===== config.mk =====
export PLATFORM = sky130hd
export DESIGN_NAME = hex_word_streamer
export DESIGN_NICKNAME = d
export VERILOG_FILES = /design/src/rtl/hex_word_streamer.sv
export SDC_FILE = /design/constraint.sdc
export NUM_CORES = 1
export LEC_CHECK = 0
export CAP_MARGIN = 20
export CORE_MARGIN = 3
export CORE_UTILIZATION = 46
export DETAILED_ROUTE_END_ITERATION = 10
export GPL_ROUTABILITY_DRIVEN = 0
export GPL_TIMING_DRIVEN = 0
export PLACE_DENSITY_LB_ADDON = 0.25
export RECOVER_POWER = 50
export SYNTH_ARGS = -nofsm -noshare
export SYNTH_HDL_FRONTEND = slang
export SYNTH_SLANG_ARGS = --single-unit

===== constraint.sdc =====
create_clock -name clk_i -period 1.9 [get_ports clk_i]
set_clock_uncertainty 0.05 [all_clocks]
set_input_delay 0.19 -clock clk_i [delete_from_list [all_inputs] [get_ports clk_i]]
set_output_delay 0.19 -clock clk_i [all_outputs]
set_load 0.01 [all_outputs]

===== src/rtl/hex_word_streamer.sv =====
// hex_word_streamer: prints a captured binary word as one line of ASCII hex text.
// Frame = [optional tag char], DATA_W/4 hex digits MSB first, CR, LF. The
// nibble-to-ASCII conversion lives outside this block: nibble_o goes out and
// hex_ascii_i comes back in the same cycle. All tx outputs are decoded from
// registered state only, so they hold steady under backpressure and there is no
// combinational path from word_valid_i or tx_ready_i to any output.
module hex_word_streamer #(
   parameter int unsigned DATA_W = 16
) (
   input  logic              clk_i,
   input  logic              rst_ni,
   input  logic              word_valid_i,
   output logic              word_ready_o,
   input  logic [DATA_W-1:0] word_data_i,
   input  logic [7:0]        word_tag_i,
   output logic [3:0]        nibble_o,
   input  logic [7:0]        hex_ascii_i,
   output logic              tx_valid_o,
   input  logic              tx_ready_i,
   output logic [7:0]        tx_data_o,
   output logic              busy_o,
   output logic [7:0]        frame_count_o
);

   localparam int unsigned Nibbles = DATA_W / 4;
   // Keep the index at least one bit wide so DATA_W=4 still elaborates.
   localparam int unsigned IdxW    = (Nibbles > 1) ? $clog2(Nibbles) : 1;
   localparam logic [IdxW-1:0] IdxTop = IdxW'(Nibbles - 1);

   localparam logic [7:0] AsciiCr = 8'h0D;
   localparam logic [7:0] AsciiLf = 8'h0A;

   typedef enum logic [2:0] {
      StIdle,
      StTag,
      StDigit,
      StCr,
      StLf
   } state_e;

   state_e              state_q, state_d;
   logic [DATA_W-1:0]   word_q, word_d;
   logic [7:0]          tag_q, tag_d;
   logic [IdxW-1:0]     idx_q, idx_d;
   logic [7:0]          frame_cnt_q, frame_cnt_d;

   logic                tx_fire;
   logic [IdxW+1:0]     nib_lsb;

   // A character leaves the block only on a completed valid/ready handshake.
   assign tx_fire = tx_valid_o & tx_ready_i;

   // Bit position of the nibble currently being printed.
   assign nib_lsb = {idx_q, 2'b00};

   assign busy_o        = (state_q != StIdle);
   assign frame_count_o = frame_cnt_q;

   // Output decode: purely a function of registered state (plus the converter's reply).
   always_comb begin
      word_ready_o = 1'b0;
      tx_valid_o   = 1'b1;
      tx_data_o    = 8'h00;
      nibble_o     = 4'h0;
      unique case (state_q)
         StIdle: begin
            word_ready_o = 1'b1;
            tx_valid_o   = 1'b0;
         end
         StTag: begin
            tx_data_o = tag_q;
         end
         StDigit: begin
            nibble_o  = word_q[nib_lsb +: 4];
            tx_data_o = hex_ascii_i;
         end
         StCr: begin
            tx_data_o = AsciiCr;
         end
         StLf: begin
            tx_data_o = AsciiLf;
         end
         default: begin
            tx_valid_o = 1'b0;
         end
      endcase
   end

   // Next-state: capture in idle, then step through the frame one transfer at a time.
   always_comb begin
      state_d     = state_q;
      word_d      = word_q;
      tag_d       = tag_q;
      idx_d       = idx_q;
      frame_cnt_d = frame_cnt_q;
      unique case (state_q)
         StIdle: begin
            if (word_valid_i) begin
               word_d  = word_data_i;
               tag_d   = word_tag_i;
               idx_d   = IdxTop;
               state_d = (word_tag_i != 8'h00) ? StTag : StDigit;
            end
         end
         StTag: begin
            if (tx_fire) begin
               state_d = StDigit;
            end
         end
         StDigit: begin
            if (tx_fire) begin
               if (idx_q == '0) begin
                  state_d = StCr;
               end else begin
                  idx_d = idx_q - IdxW'(1);
               end
            end
         end
         StCr: begin
            if (tx_fire) begin
               state_d = StLf;
            end
         end
         StLf: begin
            if (tx_fire) begin
               state_d     = StIdle;
               frame_cnt_d = frame_cnt_q + 8'd1;
            end
         end
         default: begin
            state_d = StIdle;
         end
      endcase
   end

   // State registers; reset aborts any frame in flight.
   always_ff @(posedge clk_i or negedge rst_ni) begin
      if (!rst_ni) begin
         state_q     <= StIdle;
         word_q      <= '0;
         tag_q       <= 8'h00;
         idx_q       <= '0;
         frame_cnt_q <= 8'h00;
      end else begin
         state_q     <= state_d;
         word_q      <= word_d;
         tag_q       <= tag_d;
         idx_q       <= idx_d;
         frame_cnt_q <= frame_cnt_d;
      end
   end

endmodule

======== Word-level counts from Yosys, hierarchy flattened ========
Index checks and enable logic that the tools add are counted.
cells by class
  add/sub/neg operators ................... 2
  equal/unequal tests ..................... 11
  shift operators ......................... 1
  mux-type cells .......................... 16
  bitwise operators ....................... 1
  reductions and logical operators ........ 10
operators by type and width
  kind                                               count
  one-hot mux 8 bit (4 select lines)                 1
  two-way mux 3 bit                                  6
  indexed part select 16 x 5 -> 4 bit                1
  one-hot mux 3 bit (5 select lines)                 1
  inequality test 2 bit (second input constant)      7
  adder 8 x 1 -> 8 bit (second input constant)       1
  two-way mux 2 bit                                  4
  nonzero test 8 bit                                 1
  == test 3 x 2 -> 1 bit (second input constant)     2
  AND reduction 6 bit                                1
  two-way mux 4 bit                                  1
  one-hot mux 2 bit (2 select lines)                 1
  AND reduction 2 bit                                2
  AND reduction 4 bit                                1
  OR reduction 4 bit                                 1
  == test 3 x 1 -> 1 bit (second input constant)     1
  == test 3 bit (second input constant)              1
  logical NOT 3 bit                                  1
  nonzero test 3 bit                                 1
  logical NOT 2 bit                                  1
  two-way mux 1 bit                                  2
  nonzero test 2 bit                                 1
  subtractor 2 x 1 -> 2 bit (second input constant)  1
  bitwise AND 1 bit                                  1
word-level totals
  register bits after elaboration ......... 37
  output and inout port bits .............. 23

======== Logic depth before layout (Yosys ltp) ========
Gate-level depths: netlist (run 1).
  depth after elaboration ................. 6
  depth in mapped cells ................... 6

======== Least setup slack after synthesis (run 1) ========
No wires, ideal clock.
  kind .................................... register to register
  start ................................... reg idx_q[0]
  end ..................................... reg idx_q[0]
  setup time .............................. 86 ps
  arrival ................................. 1491 ps
  setup slack ............................. 273 ps
  cell stages (with the launch flop) ...... 7
  path buffers ............................ 1
  clock period less this slack ............ 1627 ps
  cell sequence ........................... dfrtp_1 > clkbuf_1 > inv_1 > ha_1 > nor4b_1 > nor3_1 > nor3_1
between the ends
  longest elaborated chain between the ends .. 4
ends and longest elaborated chain
  item                                line  RTL
  start: declaration                  44    logic [IdxW-1:0] idx_q, idx_d;
  start signal: assignment            148   idx_q <= idx_d;
  subtractor 2 x 1 -> 2 bit           115   idx_d = idx_q - IdxW'(1);
  two-way mux 2 bit                   112   if (idx_q == '0) begin
  two-way mux 2 bit                   111   if (tx_fire) begin
  one-hot mux 2 bit (2 select lines)  96    unique case (state_q)
Parallel ways exist; a longest one is shown, timed or not. The select of a mux whose other input is x is not followed.
A chain may end at the register's enable or synchronous reset.

======== Worst setup path in the final report (run 1) ========
  start ................................... reg state_q[0]
  end ..................................... out nibble_o[2]
between the ends
  longest elaborated chain between the ends .. 2
ends and longest elaborated chain
  item                      line  RTL
  start: declaration        41    state_e state_q, state_d;
  start signal: assignment  139   state_q <= StIdle;
  start signal: assignment  145   state_q <= state_d;
  == test 3 x 2 -> 1 bit    65    unique case (state_q)
  two-way mux 4 bit         65
  end: declaration          16    output logic [3:0] nibble_o,
No other way between the ends.

==> reports/qor_table.md, run 1 <==
| Parameter | Value | Unit |
|:---|:---|:---|
| Die Footprint | 4954 | um^2 |
| Final worst-path setup slack | 19.63 | ps |
| Final cell area excluding filler cells | 2729 | um^2 |
| Dominant combinational cell family by area after synthesis | simple AND/OR/NAND/NOR gates | - |
| Max transition margin | 0.4023 | - |
| Post-DP HPWL | 3222 | um |
| Least-Margin Pin Slew | 896.5 | ps |
| Ant diodes | 0 | - |
| Final nets | 316 | - |
| Vias per Instance | 5.316 | - |
| Critical Path RT | 1660 | ps |
| Pwr dens | 1435 | nW/um^2 |
| Commonest cells after routing, fill and taps aside | sky130_fd_sc_hd__nand2_1 (78), sky130_fd_sc_hd__dfrtp_1 (35), sky130_fd_sc_hd__clkdlybuf4s50_1 (34) | - |
| Antenna Violating Nets Remaining | 0 | - |
| Worst Setup Start Kind | flop | - |
| Maximum buffer depth of the clock tree | 2 | - |
| Highest fanout seen on the critical path | 8 | - |
| Fraction of synthesized area in multiplexers | 0.05315 | - |
| Simple-gate area share of the yosys netlist | 0.2854 | - |
| Max-cap violation count | 0 | - |
| Synthesized-area fraction occupied by xor and xnor cells | 0.03675 | - |
| Data arrival time of the critical path | 1640 | ps |
| Register bit count reported by yosys | 37 | - |
| Clock tree root driver cell | sky130_fd_sc_hd__clkbuf_8 | - |
| Synth cell types | 37 | - |
| Global-route wire length before repair | 7762 | um |
| Worst min-delay path category | primary input to flop | - |
| Final routed wirelength across all metal layers | 4782 | um |
| Worst Reg-to-Reg Cells | 5 | - |
| Number of antenna violations at the first check in global routing | 0 | - |
| Adder and majority cell fraction of the synthesized area | 0.01312 | - |
| Worst hold path startpoint | tx_ready_i | - |
| Cts bufs inserted | 5 | - |
| Final setup violating endpoints | 0 | - |
| Pin count of the biggest net entering global routing | 38 | - |
| Gr usage total | 0.1967 | - |
| Synth-to-Final Area Change | 43.11 | % |
| Summed instance area of the synthesized netlist | 1907 | um^2 |
| Iteration-0 DRC count of the detailed router | 136 | - |
| Most common cell after layout, fill and taps aside | sky130_fd_sc_hd__nand2_1 | - |
| Number of ports placed on the die boundary | 59 | - |
| Number of clock sinks | 37 | - |
| Mean area per synthesized cell | 9.256 | um^2 |
| Post-synthesis compound-gate area fraction | 0.07283 | - |
| Initial DRT Pass Iterations | 4 | - |
| CTS clk-pin slew, worst paths | 80 | ps |
| Vias in the first global route | 1718 | - |
| Endpoint of the worst register-to-register path | frame_count_o[1] | - |
| Largest area contributor in the synthesized netlist | sky130_fd_sc_hd__dfrtp_1 | - |
| Max Fclk | 531.8 | MHz |
| Count of vias placed by the detailed router | 1733 | - |
| Number of cell rows | 22 | - |
| Endpoints failing hold | 0 | - |
| Result of the run | finished clean | - |
| CTS HTree Levels | 2 | - |
| Hold path endpoint | state_q[2] | - |
| Synthesized net count | 244 | - |
| Die span in x | 70.39 | um |
| Routed length per instance | 14.67 | um |
| Yosys warnings | 0 | - |
| Starting density of the core | 0.4984 | - |
| Depth of the worst hold-timing path | 2 | - |
| Critical Path Sink Type | output pin | - |
| Portion of the post-synthesis area used by sequential elements | 0.4856 | - |
| Area share of the largest cell type after synthesis | 0.4856 | - |
| Gate Count Post-Synth | 206 | - |
| Die outline height | 70.39 | um |
| Fillers | 287 | - |
| Non-filler instance count after layout | 326 | - |
| Setup repair after global routing missed its margin | yes | - |
| Worst IR drop on VDD | 0.8611 | mV |
| Total negative slack for setup checks | 0 | ps |
| Clock insertion delay at the later pin of the skew report | 290 | ps |
| R2R setup slack | 80 | ps |
| Share of cells above drive strength 1 | 0.1942 | - |
| Fin Hold WS | 187.4 | ps |
| Residual DRC | 0 | - |
| CP peak stage delay | 430 | ps |
| Series of cell instances along the critical path | buf_6, or3b_4, buf_4, nor2b_1, buf_2 | - |
| Share of the cycle needed by the critical path after routing | 0.9897 | - |
| Origin of the critical flop-to-flop path | state_q[1] | - |
| Final min period | 1880 | ps |
| Count of port buffers added during placement | 57 | - |
| CORE AREA | 3826 | um^2 |
| Cell Count Post-Placement | 311 | - |
| Top area cells in the synthesized netlist | sky130_fd_sc_hd__dfrtp_1 (49%), sky130_fd_sc_hd__nand2_1 (15%), sky130_fd_sc_hd__mux4_2 (4.7%) | - |
| Critical path class | flop to output pin | - |
| Placed instance area | 2532 | um^2 |
| Cell with the largest stage delay on the worst path | sky130_fd_sc_hd__or3b_4 | - |
| TritonCTS clock tree | built | - |
| Number of max-slew violations in the final report | 0 | - |
| GRT overflow | 0 | - |
| Cell leakage power | 0.001318 | uW |
| Post-placement setup slack | -314.7 | ps |
critical path, delay by kind of cell (launching register included):
kind | cells | cell delay [ps]
and+or+nand+nor | 2 | 530
buffers and inverters | 3 | 440
DFF | 1 | 390
sequential cells by signal, summed over array words and instances (netlist names):
name           flops
frame_count_o      8
idx_q              2
state_q            3
tag_q              8
word_q            16
stage by stage:
step	util	power [uW]
after global routing	0.7132	4180
after global placement	0.6632	3114
final	0.7132	3915
after CTS	0.7054	3828
after floorplan	-	2417
after detailed placement	0.6619	3169
how the worst max path moves through the flow:
stage | slack (ps) | startpoint | cells after the start | to
after floorplan | 270 | idx_q[0] | 6 | idx_q[0]
after global placement | -290 | state_q[0] | 5 | nibble_o[1]
after detailed placement | -310 | state_q[0] | 5 | nibble_o[0]
after CTS | -8 | state_q[0] | 5 | nibble_o[1]
after global routing | -30 | state_q[1] | 6 | word_q[10]
final | 20 | state_q[0] | 5 | nibble_o[2]
repair_timing:
item / in CTS / in global routing
hold endpoints to repair: 37 / 0
pin swaps: 1 / 1
hold buffers: 1 / 0
gates resized for setup: 44 / 18
buffers inserted: 9 / 1
endpoints found under the setup margin: 16 / 30
where the power goes:
part | switching, uW | internal, uW
sequential | 225 | 1100
combinational | 976 | 1060
clock | 266 | 288
kinds of logic (layout without fill, tap and decap cells):
family | count (synthesis) | in the layout
mux | 5 | 5
simple gates | 116 | 116
xor+xnor | 8 | 8
flops | 37 | 37
fa+ha+maj | 2 | 2
compound gates | 20 | 20
buf+inv | 18 | 90
routing by layer:
layer | vias to the layer above | track usage | routed length [um]
met5 | - | 0 | 0
met4 | 0 | 0.07021 | 78
met3 | 9 | 0.05324 | 264
met2 | 48 | 0.3410 | 2472
met1 | 847 | 0.2319 | 1967
li1 | 829 | - | -
cells in the mapped netlist:
library cell	instances
sky130_fd_sc_hd__nor4b_4	1
sky130_fd_sc_hd__and3_1	2
sky130_fd_sc_hd__buf_2	6
sky130_fd_sc_hd__nand3_1	4
sky130_fd_sc_hd__nor4_1	2
sky130_fd_sc_hd__buf_4	1
sky130_fd_sc_hd__or3_1	1
sky130_fd_sc_hd__nand4b_1	1
sky130_fd_sc_hd__a22oi_1	5
sky130_fd_sc_hd__a21oi_1	5
sky130_fd_sc_hd__buf_6	3
sky130_fd_sc_hd__mux2_2	1
sky130_fd_sc_hd__inv_1	3
sky130_fd_sc_hd__o21a_1	1
sky130_fd_sc_hd__nor2b_1	7
sky130_fd_sc_hd__nor4bb_1	1
sky130_fd_sc_hd__dfrtp_1	37
sky130_fd_sc_hd__or4b_4	1
sky130_fd_sc_hd__o21ai_0	4
sky130_fd_sc_hd__o22ai_1	1
sky130_fd_sc_hd__mux4_2	4
sky130_fd_sc_hd__or3b_2	1
sky130_fd_sc_hd__clkbuf_1	5
sky130_fd_sc_hd__nor4b_1	1
sky130_fd_sc_hd__nand2_1	78
sky130_fd_sc_hd__and2_1	1
sky130_fd_sc_hd__a2111oi_0	1
sky130_fd_sc_hd__nand4_1	2
sky130_fd_sc_hd__xor2_1	1
sky130_fd_sc_hd__xnor2_1	7
sky130_fd_sc_hd__ha_1	2
sky130_fd_sc_hd__a311oi_1	1
sky130_fd_sc_hd__a211oi_2	2
sky130_fd_sc_hd__nand2b_1	1
sky130_fd_sc_hd__and4_1	1
sky130_fd_sc_hd__nor3_1	6
sky130_fd_sc_hd__nor2_1	5
area by class of cell:
cell class              count  area [um^2]  area share
flip-flops and latches     37        928.4      0.3402
multi-input cells         151        917.1      0.3361
repair buffers             68        624.3      0.2288
plain buffers              12        101.3     0.03714
clock buffers               7        86.33     0.03164
well taps                  48        60.06     0.02201
inverters                   3        11.26    0.004127
No activity file was read; power rests on OpenSTA's default activity.
==> run 2, diff against run 1 <==
Settings changed: CELL_PAD_IN_SITES_DETAIL_PLACEMENT from default to 0, CELL_PAD_IN_SITES_GLOBAL_PLACEMENT from default to 1, CORE_UTILIZATION 46 to 36, CTS_BUF_LIST from default to sky130_fd_sc_hd__clkbuf_4, CTS_CLUSTER_DIAMETER from default to 80.
==> reports/qor_table.md, run 2 (synthesis results as in run 1) <==
| Parameter | Value | Unit | Change |
|:---|:---|:---|:---|
| Result of the run | finished, violations left | - | was finished clean |
| Failing checks | setup timing | - |  |
| Max-cap violation count | 0 | - | unchanged |
| Switching power summed over all nets | 1434 | uW | was 1467 uW |
| Worst setup path end | nibble_o[1] | - | was nibble_o[2] |
| Antenna Violating Nets Remaining | 0 | - | unchanged |
| Critical Path RT | 1660 | ps | about the same |
| Switching share of power | 0.3814 | - | was 0.3747 |
| Clock tree root driver cell | sky130_fd_sc_hd__clkbuf_4 | - | was sky130_fd_sc_hd__clkbuf_8 |
| CP peak stage delay | 470 | ps | was 430 ps |
| Depth of the worst hold-timing path | 2 | - | unchanged |
| Internal power | 2326 | uW | was 2448 uW |
| Series of cell instances along the critical path | buf_6, mux4_2, nor2b_1, buf_2 | - | was buf_6, or3b_4, buf_4, nor2b_1, buf_2 |
| Endpoints failing hold | 0 | - | unchanged |
| Fillers | 480 | - | was 287 |
| Routed length per instance | 13.88 | um | was 14.67 um |
| Gr usage total | 0.1632 | - | was 0.1967 |
| Max Fclk | 524.1 | MHz | was 531.8 MHz |
| Worst min-delay path category | primary input to flop | - | unchanged |
| Crit. Startpoint | idx_q[0] | - | was state_q[0] |
| Share of cells above drive strength 1 | 0.2143 | - | was 0.1942 |
| Global-route wire length before repair | 8010 | um | was 7762 um |
| Final nets | 318 | - | was 316 |
| Number of ports placed on the die boundary | 59 | - | unchanged |
| Cell Count Post-Placement | 330 | - | was 311 |
| Final min period | 1908 | ps | was 1880 ps |
| Least-Margin Pin Slew | 889.1 | ps | was 896.5 ps |
| TritonCTS clock tree | built | - | unchanged |
| Buffer and inverter count on the worst path | 2 | - | was 3 |
| Critical path class | flop to output pin | - | unchanged |
| Starting density of the core | 0.3883 | - | was 0.4984 |
| Endpoint of the worst register-to-register path | frame_count_o[1] | - | unchanged |
| Seq pwr share | 0.349 | - | was 0.339 |
| Vias per Instance | 4.816 | - | was 5.316 |
| Share of the cycle needed by the critical path after routing | 1.004 | - | was 0.9897 |
| CP top delay family | flip-flops | - | was simple AND/OR/NAND/NOR gates |
| Number of max-slew violations in the final report | 0 | - | unchanged |
| Largest Register | word_q | - | unchanged |
| Worst hold path startpoint | tx_ready_i | - | unchanged |
| CTS clk-pin slew, worst paths | 110 | ps | was 80 ps |
| Worst Setup Start Kind | flop | - | unchanged |
| Vias in the first global route | 1690 | - | was 1718 |
| Post-DP HPWL | 3393 | um | was 3222 um |
| Pwr dens | 1378 | nW/um^2 | was 1435 nW/um^2 |
| R2R setup slack | 80 | ps | about the same |
| Die span in x | 78.78 | um | was 70.39 um |
| Origin of the critical flop-to-flop path | state_q[0] | - | was state_q[1] |
| Residual DRC | 0 | - | unchanged |
| Iteration-0 DRC count of the detailed router | 51 | - | was 136 |
| Number of clock sinks | 37 | - | unchanged |
| Number of stages on the worst setup path | 4 | - | was 5 |
| Data arrival time of the critical path | 1670 | ps | was 1640 ps |
| Combinational cell fraction of total power | 0.546 | - | was 0.519 |
| Critical Path Sink Type | output pin | - | unchanged |
| Number of antenna violations at the first check in global routing | 0 | - | unchanged |
| Cts bufs inserted | 5 | - | unchanged |
| Maximum buffer depth of the clock tree | 2 | - | unchanged |
| Count of vias placed by the detailed router | 1671 | - | was 1733 |
| Final routed wirelength across all metal layers | 4817 | um | was 4782 um |
| CTS HTree Levels | 2 | - | unchanged |
| Fin util | 0.5557 | - | was 0.7132 |
| Final worst-path setup slack | -8.202 | ps | was 19.63 ps |
| Non-filler instance count after layout | 347 | - | was 326 |
| Clock insertion delay at the later pin of the skew report | 340 | ps | was 290 ps |
| Die Footprint | 6206 | um^2 | was 4954 um^2 |
| GRT overflow | 0 | - | unchanged |
| CORE AREA | 4911 | um^2 | was 3826 um^2 |
| Commonest cells after routing, fill and taps aside | sky130_fd_sc_hd__nand2_1 (78), sky130_fd_sc_hd__dfrtp_1 (35), sky130_fd_sc_hd__clkdlybuf4s50_1 (35) | - | was sky130_fd_sc_hd__nand2_1 (78), sky130_fd_sc_hd__dfrtp_1 (35), sky130_fd_sc_hd__clkdlybuf4s50_1 (34) |
| Initial DRT Pass Iterations | 4 | - | unchanged |
| Final setup violating endpoints | 2 | - | was 0 |
| Pin count of the biggest net entering global routing | 38 | - | unchanged |
| Max FFs per register | 16 | - | unchanged |
| Highest fanout seen on the critical path | 5 | - | was 8 |
| Die outline height | 78.78 | um | was 70.39 um |
| Most common cell after layout, fill and taps aside | sky130_fd_sc_hd__nand2_1 | - | unchanged |
| Synth-to-Final Area Change | 43.11 | % | unchanged |
| Ant diodes | 0 | - | unchanged |
| Setup repair after global routing missed its margin | yes | - | unchanged |
| Number of cell rows | 25 | - | was 22 |
| Worst Reg-to-Reg Cells | 6 | - | was 5 |
| Cell leakage power | 0.001318 | uW | about the same |
| Count of port buffers added during placement | 57 | - | unchanged |
| Cell with the largest stage delay on the worst path | sky130_fd_sc_hd__dfrtp_2 | - | was sky130_fd_sc_hd__or3b_4 |
| Total negative slack for setup checks | -16.02 | ps | was 0 ps |
| Max transition margin | 0.4072 | - | was 0.4023 |
| Power share of the clock group | 0.105 | - | was 0.141 |
| Worst IR drop on VDD | 0.6096 | mV | was 0.8611 mV |
==> run 2: metal layers <==
layer / global-route usage / routed length, um / share of wire
met5: 0 / 0 / 0
met4: 0.04545 / 49 / 0.010
met3: 0.04649 / 225 / 0.047
met2: 0.2564 / 2329 / 0.48
met1: 0.2204 / 2212 / 0.46
==> run 2: worst register-to-register path: stages (launching register included) <==
cell	delay, ps
sky130_fd_sc_hd__dfrtp_1	410
sky130_fd_sc_hd__buf_6	140
sky130_fd_sc_hd__buf_4	130
sky130_fd_sc_hd__buf_4	130
sky130_fd_sc_hd__nor4bb_2	300
sky130_fd_sc_hd__buf_4	210
sky130_fd_sc_hd__mux2_2	330
==> run 2: per-stage QoR <==
step / cell area [um^2] / worst slack [ps] / hold WS, ps / total power (uW)
5_1_grt: 2729 / -94.94 / 150.0 / 4070
3_5_place_dp: 2556 / -336.7 / 283.7 / 3185
4_1_cts: 2709 / -48.82 / 126.6 / 3740
6_report: 2729 / -8.202 / 134.3 / 3759
2_1_floorplan: 1907 / 273.2 / -155.6 / 2417
3_3_place_gp: 2561 / -314.0 / 406.7 / 3157
==> run 2: layout make-up <==
cell class | count | area (um^2) | share of cell area
buffer | 12 | 105.1 | 0.03851
clock buffer | 6 | 45.04 | 0.01651
clock inverter | 1 | 3.754 | 0.001376
inverter | 3 | 11.26 | 0.004127
multi-input combinational | 151 | 920.9 | 0.3375
sequential | 37 | 928.4 | 0.3402
tap | 67 | 83.83 | 0.03072
timing repair buffer | 70 | 630.6 | 0.2311
==> run 2: power by group through the flow <==
stage	Combinational, uW	Clock [uW]	Sequential (uW)
3_3_place_gp	1870	0	1290
3_5_place_dp	1890	0	1300
4_1_cts	2020	407	1310
5_1_grt	2280	443	1350
2_1_floorplan	1160	0	1260
6_report	2050	394	1310
==> run 2: repair_timing <==
| action | in CTS | in global routing |
|---|---|---|
| hold endpoints to repair | 37 | 0 |
| resized for setup | 57 | 14 |
| buffers inserted | 10 | 2 |
| hold buffers | 1 | 0 |
| pin swaps | 1 | 2 |
| endpoints found under the setup margin | 15 | 33 |
==> run 2: worst min-delay path by stage <==
stage                  endpoint  slack (ps)
2_1_floorplan  frame_count_o[0]        -160
3_3_place_gp         word_q[15]         410
3_5_place_dp           tag_q[2]         280
4_1_cts              state_q[2]         130
5_1_grt              state_q[2]         150
6_report             state_q[2]         130
==> run 3, diff against run 2 <==
Settings changed: TNS_END_PERCENT from default to 10.
==> reports/qor_table.md, run 3 (synthesis results as in run 1) <==
| Parameter | Value | Unit | Change |
|:---|:---|:---|:---|
| Final routed wirelength across all metal layers | 4708 | um | was 4817 um |
| Highest fanout seen on the critical path | 9 | - | was 5 |
| Critical path class | flop to output pin | - | unchanged |
| Gr usage total | 0.1605 | - | was 0.1632 |
| Cell with the largest stage delay on the worst path | sky130_fd_sc_hd__dfrtp_1 | - | was sky130_fd_sc_hd__dfrtp_2 |
| Count of vias placed by the detailed router | 1619 | - | was 1671 |
| Largest Register | word_q | - | unchanged |
| Failing checks | setup timing | - | unchanged |
| Critical Path Sink Type | output pin | - | unchanged |
| Worst min-delay path category | primary input to flop | - | unchanged |
| Final min period | 1902 | ps | was 1908 ps |
| Worst IR drop on VDD | 0.5971 | mV | was 0.6096 mV |
| Die outline height | 78.78 | um | unchanged |
| Depth of the worst hold-timing path | 2 | - | unchanged |
| Share of cells above drive strength 1 | 0.1898 | - | was 0.2143 |
| Die Footprint | 6206 | um^2 | unchanged |
| Global-route wire length before repair | 7852 | um | was 8010 um |
| CP peak stage delay | 410 | ps | was 470 ps |
| Number of clock sinks | 37 | - | unchanged |
| Final setup violating endpoints | 1 | - | was 2 |
| Critical Path RT | 1660 | ps | about the same |
| Ant diodes | 0 | - | unchanged |
| Endpoint of the worst register-to-register path | word_q[8] | - | was frame_count_o[1] |
| Final nets | 312 | - | was 318 |
| Synth-to-Final Area Change | 39.50 | % | was 43.11% |
| Origin of the critical flop-to-flop path | state_q[0] | - | unchanged |
| Antenna Violating Nets Remaining | 0 | - | unchanged |
| Count of port buffers added during placement | 57 | - | unchanged |
| Fillers | 486 | - | was 480 |
| Buffer and inverter count on the worst path | 3 | - | was 2 |
| Number of cell rows | 25 | - | unchanged |
| Cell seen most often among critical-path stages | sky130_fd_sc_hd__buf_6 | - |  |
| Vias in the first global route | 1652 | - | was 1690 |
| Result of the run | finished, violations left | - | unchanged |
| Max transition margin | 0.4068 | - | was 0.4072 |
| Pwr dens | 1359 | nW/um^2 | was 1378 nW/um^2 |
| Max FFs per register | 16 | - | unchanged |
| CTS clk-pin slew, worst paths | 110 | ps | about the same |
| Clock insertion delay at the later pin of the skew report | 330 | ps | was 340 ps |
| Iteration-0 DRC count of the detailed router | 49 | - | was 51 |
| Setup repair after global routing missed its margin | yes | - | unchanged |
| Pin count of the biggest net entering global routing | 38 | - | unchanged |
| Clock tree root driver cell | sky130_fd_sc_hd__clkbuf_4 | - | unchanged |
| Maximum buffer depth of the clock tree | 2 | - | unchanged |
| Max Fclk | 525.8 | MHz | was 524.1 MHz |
| CORE AREA | 4911 | um^2 | unchanged |
| Die span in x | 78.78 | um | unchanged |
| Cell leakage power | 0.001266 | uW | was 0.001318 uW |
| GRT overflow | 0 | - | unchanged |
| Final total power | 3616 | uW | was 3759 uW |
| Flip-flop and latch area | 928.4 | um^2 | unchanged |
| Initial DRT Pass Iterations | 4 | - | unchanged |
| Data arrival time of the critical path | 1660 | ps | was 1670 ps |
| Endpoints failing hold | 0 | - | unchanged |
| Post-DP HPWL | 3393 | um | unchanged |
| Final worst-path setup slack | -1.782 | ps | was -8.202 ps |
| Worst Setup Start Kind | flop | - | unchanged |
| Share of the cycle needed by the critical path after routing | 1.001 | - | was 1.004 |
| R2R setup slack | 190 | ps | was 80 ps |
| Max-cap violation count | 0 | - | unchanged |
| Routed length per instance | 13.81 | um | was 13.88 um |
| Starting density of the core | 0.3883 | - | unchanged |
| Vias per Instance | 4.748 | - | was 4.816 |
| Most common cell after layout, fill and taps aside | sky130_fd_sc_hd__nand2_1 | - | unchanged |
| Number of ports placed on the die boundary | 59 | - | unchanged |
| CP top delay family | simple AND/OR/NAND/NOR gates | - | was flip-flops |
| Fin util | 0.5417 | - | was 0.5557 |
| Worst hold path startpoint | tx_ready_i | - | unchanged |
| Cts bufs inserted | 5 | - | unchanged |
| Commonest cells after routing, fill and taps aside | sky130_fd_sc_hd__nand2_1 (78), sky130_fd_sc_hd__clkdlybuf4s50_1 (41), sky130_fd_sc_hd__dfrtp_1 (35) | - | was sky130_fd_sc_hd__nand2_1 (78), sky130_fd_sc_hd__dfrtp_1 (35), sky130_fd_sc_hd__clkdlybuf4s50_1 (35) |
| Area of the multi-input gates | 918.4 | um^2 | was 920.9 um^2 |
| Worst Reg-to-Reg Cells | 6 | - | unchanged |
| Residual DRC | 0 | - | unchanged |
| Least-Margin Pin Slew | 889.8 | ps | was 889.1 ps |
| Number of antenna violations at the first check in global routing | 0 | - | unchanged |
| TritonCTS clock tree | built | - | unchanged |
| CTS HTree Levels | 2 | - | unchanged |
| Hold path endpoint | state_q[2] | - | unchanged |
| Series of cell instances along the critical path | buf_6, or3b_4, buf_6, nor2b_4, buf_6 | - | was buf_6, mux4_2, nor2b_1, buf_2 |
| Number of max-slew violations in the final report | 0 | - | unchanged |
run 3: per-layer routing:
metal / track usage / vias up / share of wire
met5: 0 / - / 0
met4: 0.04545 / 0 / 0.0085
met3: 0.04649 / 4 / 0.043
met2: 0.2521 / 31 / 0.49
met1: 0.2161 / 761 / 0.46
li1: - / 823 / -
run 3: area by class of cell:
| cell class | instances | area share |
|---|---|---|
| well taps | 67 | 0.03151 |
| multi-input cells | 151 | 0.3452 |
| repair buffers | 63 | 0.2131 |
| clock inverters | 1 | 0.001411 |
| plain buffers | 13 | 0.03857 |
| inverters | 3 | 0.004233 |
| clock buffers | 6 | 0.01693 |
| flip-flops and latches | 37 | 0.3490 |
run 3: worst max path at each step:
stage | slack [ps] | end | cells past startpoint | from
2_1_floorplan | 270 | idx_q[0] | 6 | idx_q[0]
3_3_place_gp | -310 | word_q[13] | 1 | rst_ni
3_5_place_dp | -340 | nibble_o[2] | 5 | state_q[0]
4_1_cts | -70 | nibble_o[2] | 5 | state_q[0]
5_1_grt | -70 | nibble_o[2] | 5 | state_q[0]
6_report | -2 | nibble_o[2] | 5 | state_q[0]
run 3: repair_timing:
action                     CTS  global route
buffers inserted             2             3
hold buffers                 1             0
pin swaps                    1             1
hold endpoints to repair    37             0
gates resized for setup     52            12
setup endpoints to repair   15            13
run 3: stage by stage:
stage               hold slack, ps  TNS (ps)  setup slack, ps  std cells  instance area (um^2)
floorplan                   -155.6         0            273.2        206                  1907
global placement             406.7    -14230           -314.0        330                  2561
detailed placement           283.7     -2833           -336.7        330                  2556
CTS                          126.6    -67.05           -67.05        338                  2649
global route                 148.0    -253.2           -71.23        341                  2660
finish                       147.2    -1.782           -1.782        341                  2660
run 3: power breakdown:
part / switching (uW) / internal [uW] / leakage [uW]
clock network: 241 / 149 / 0.0000292
logic: 947 / 976 / 0.000773
registers: 204 / 1100 / 0.000464
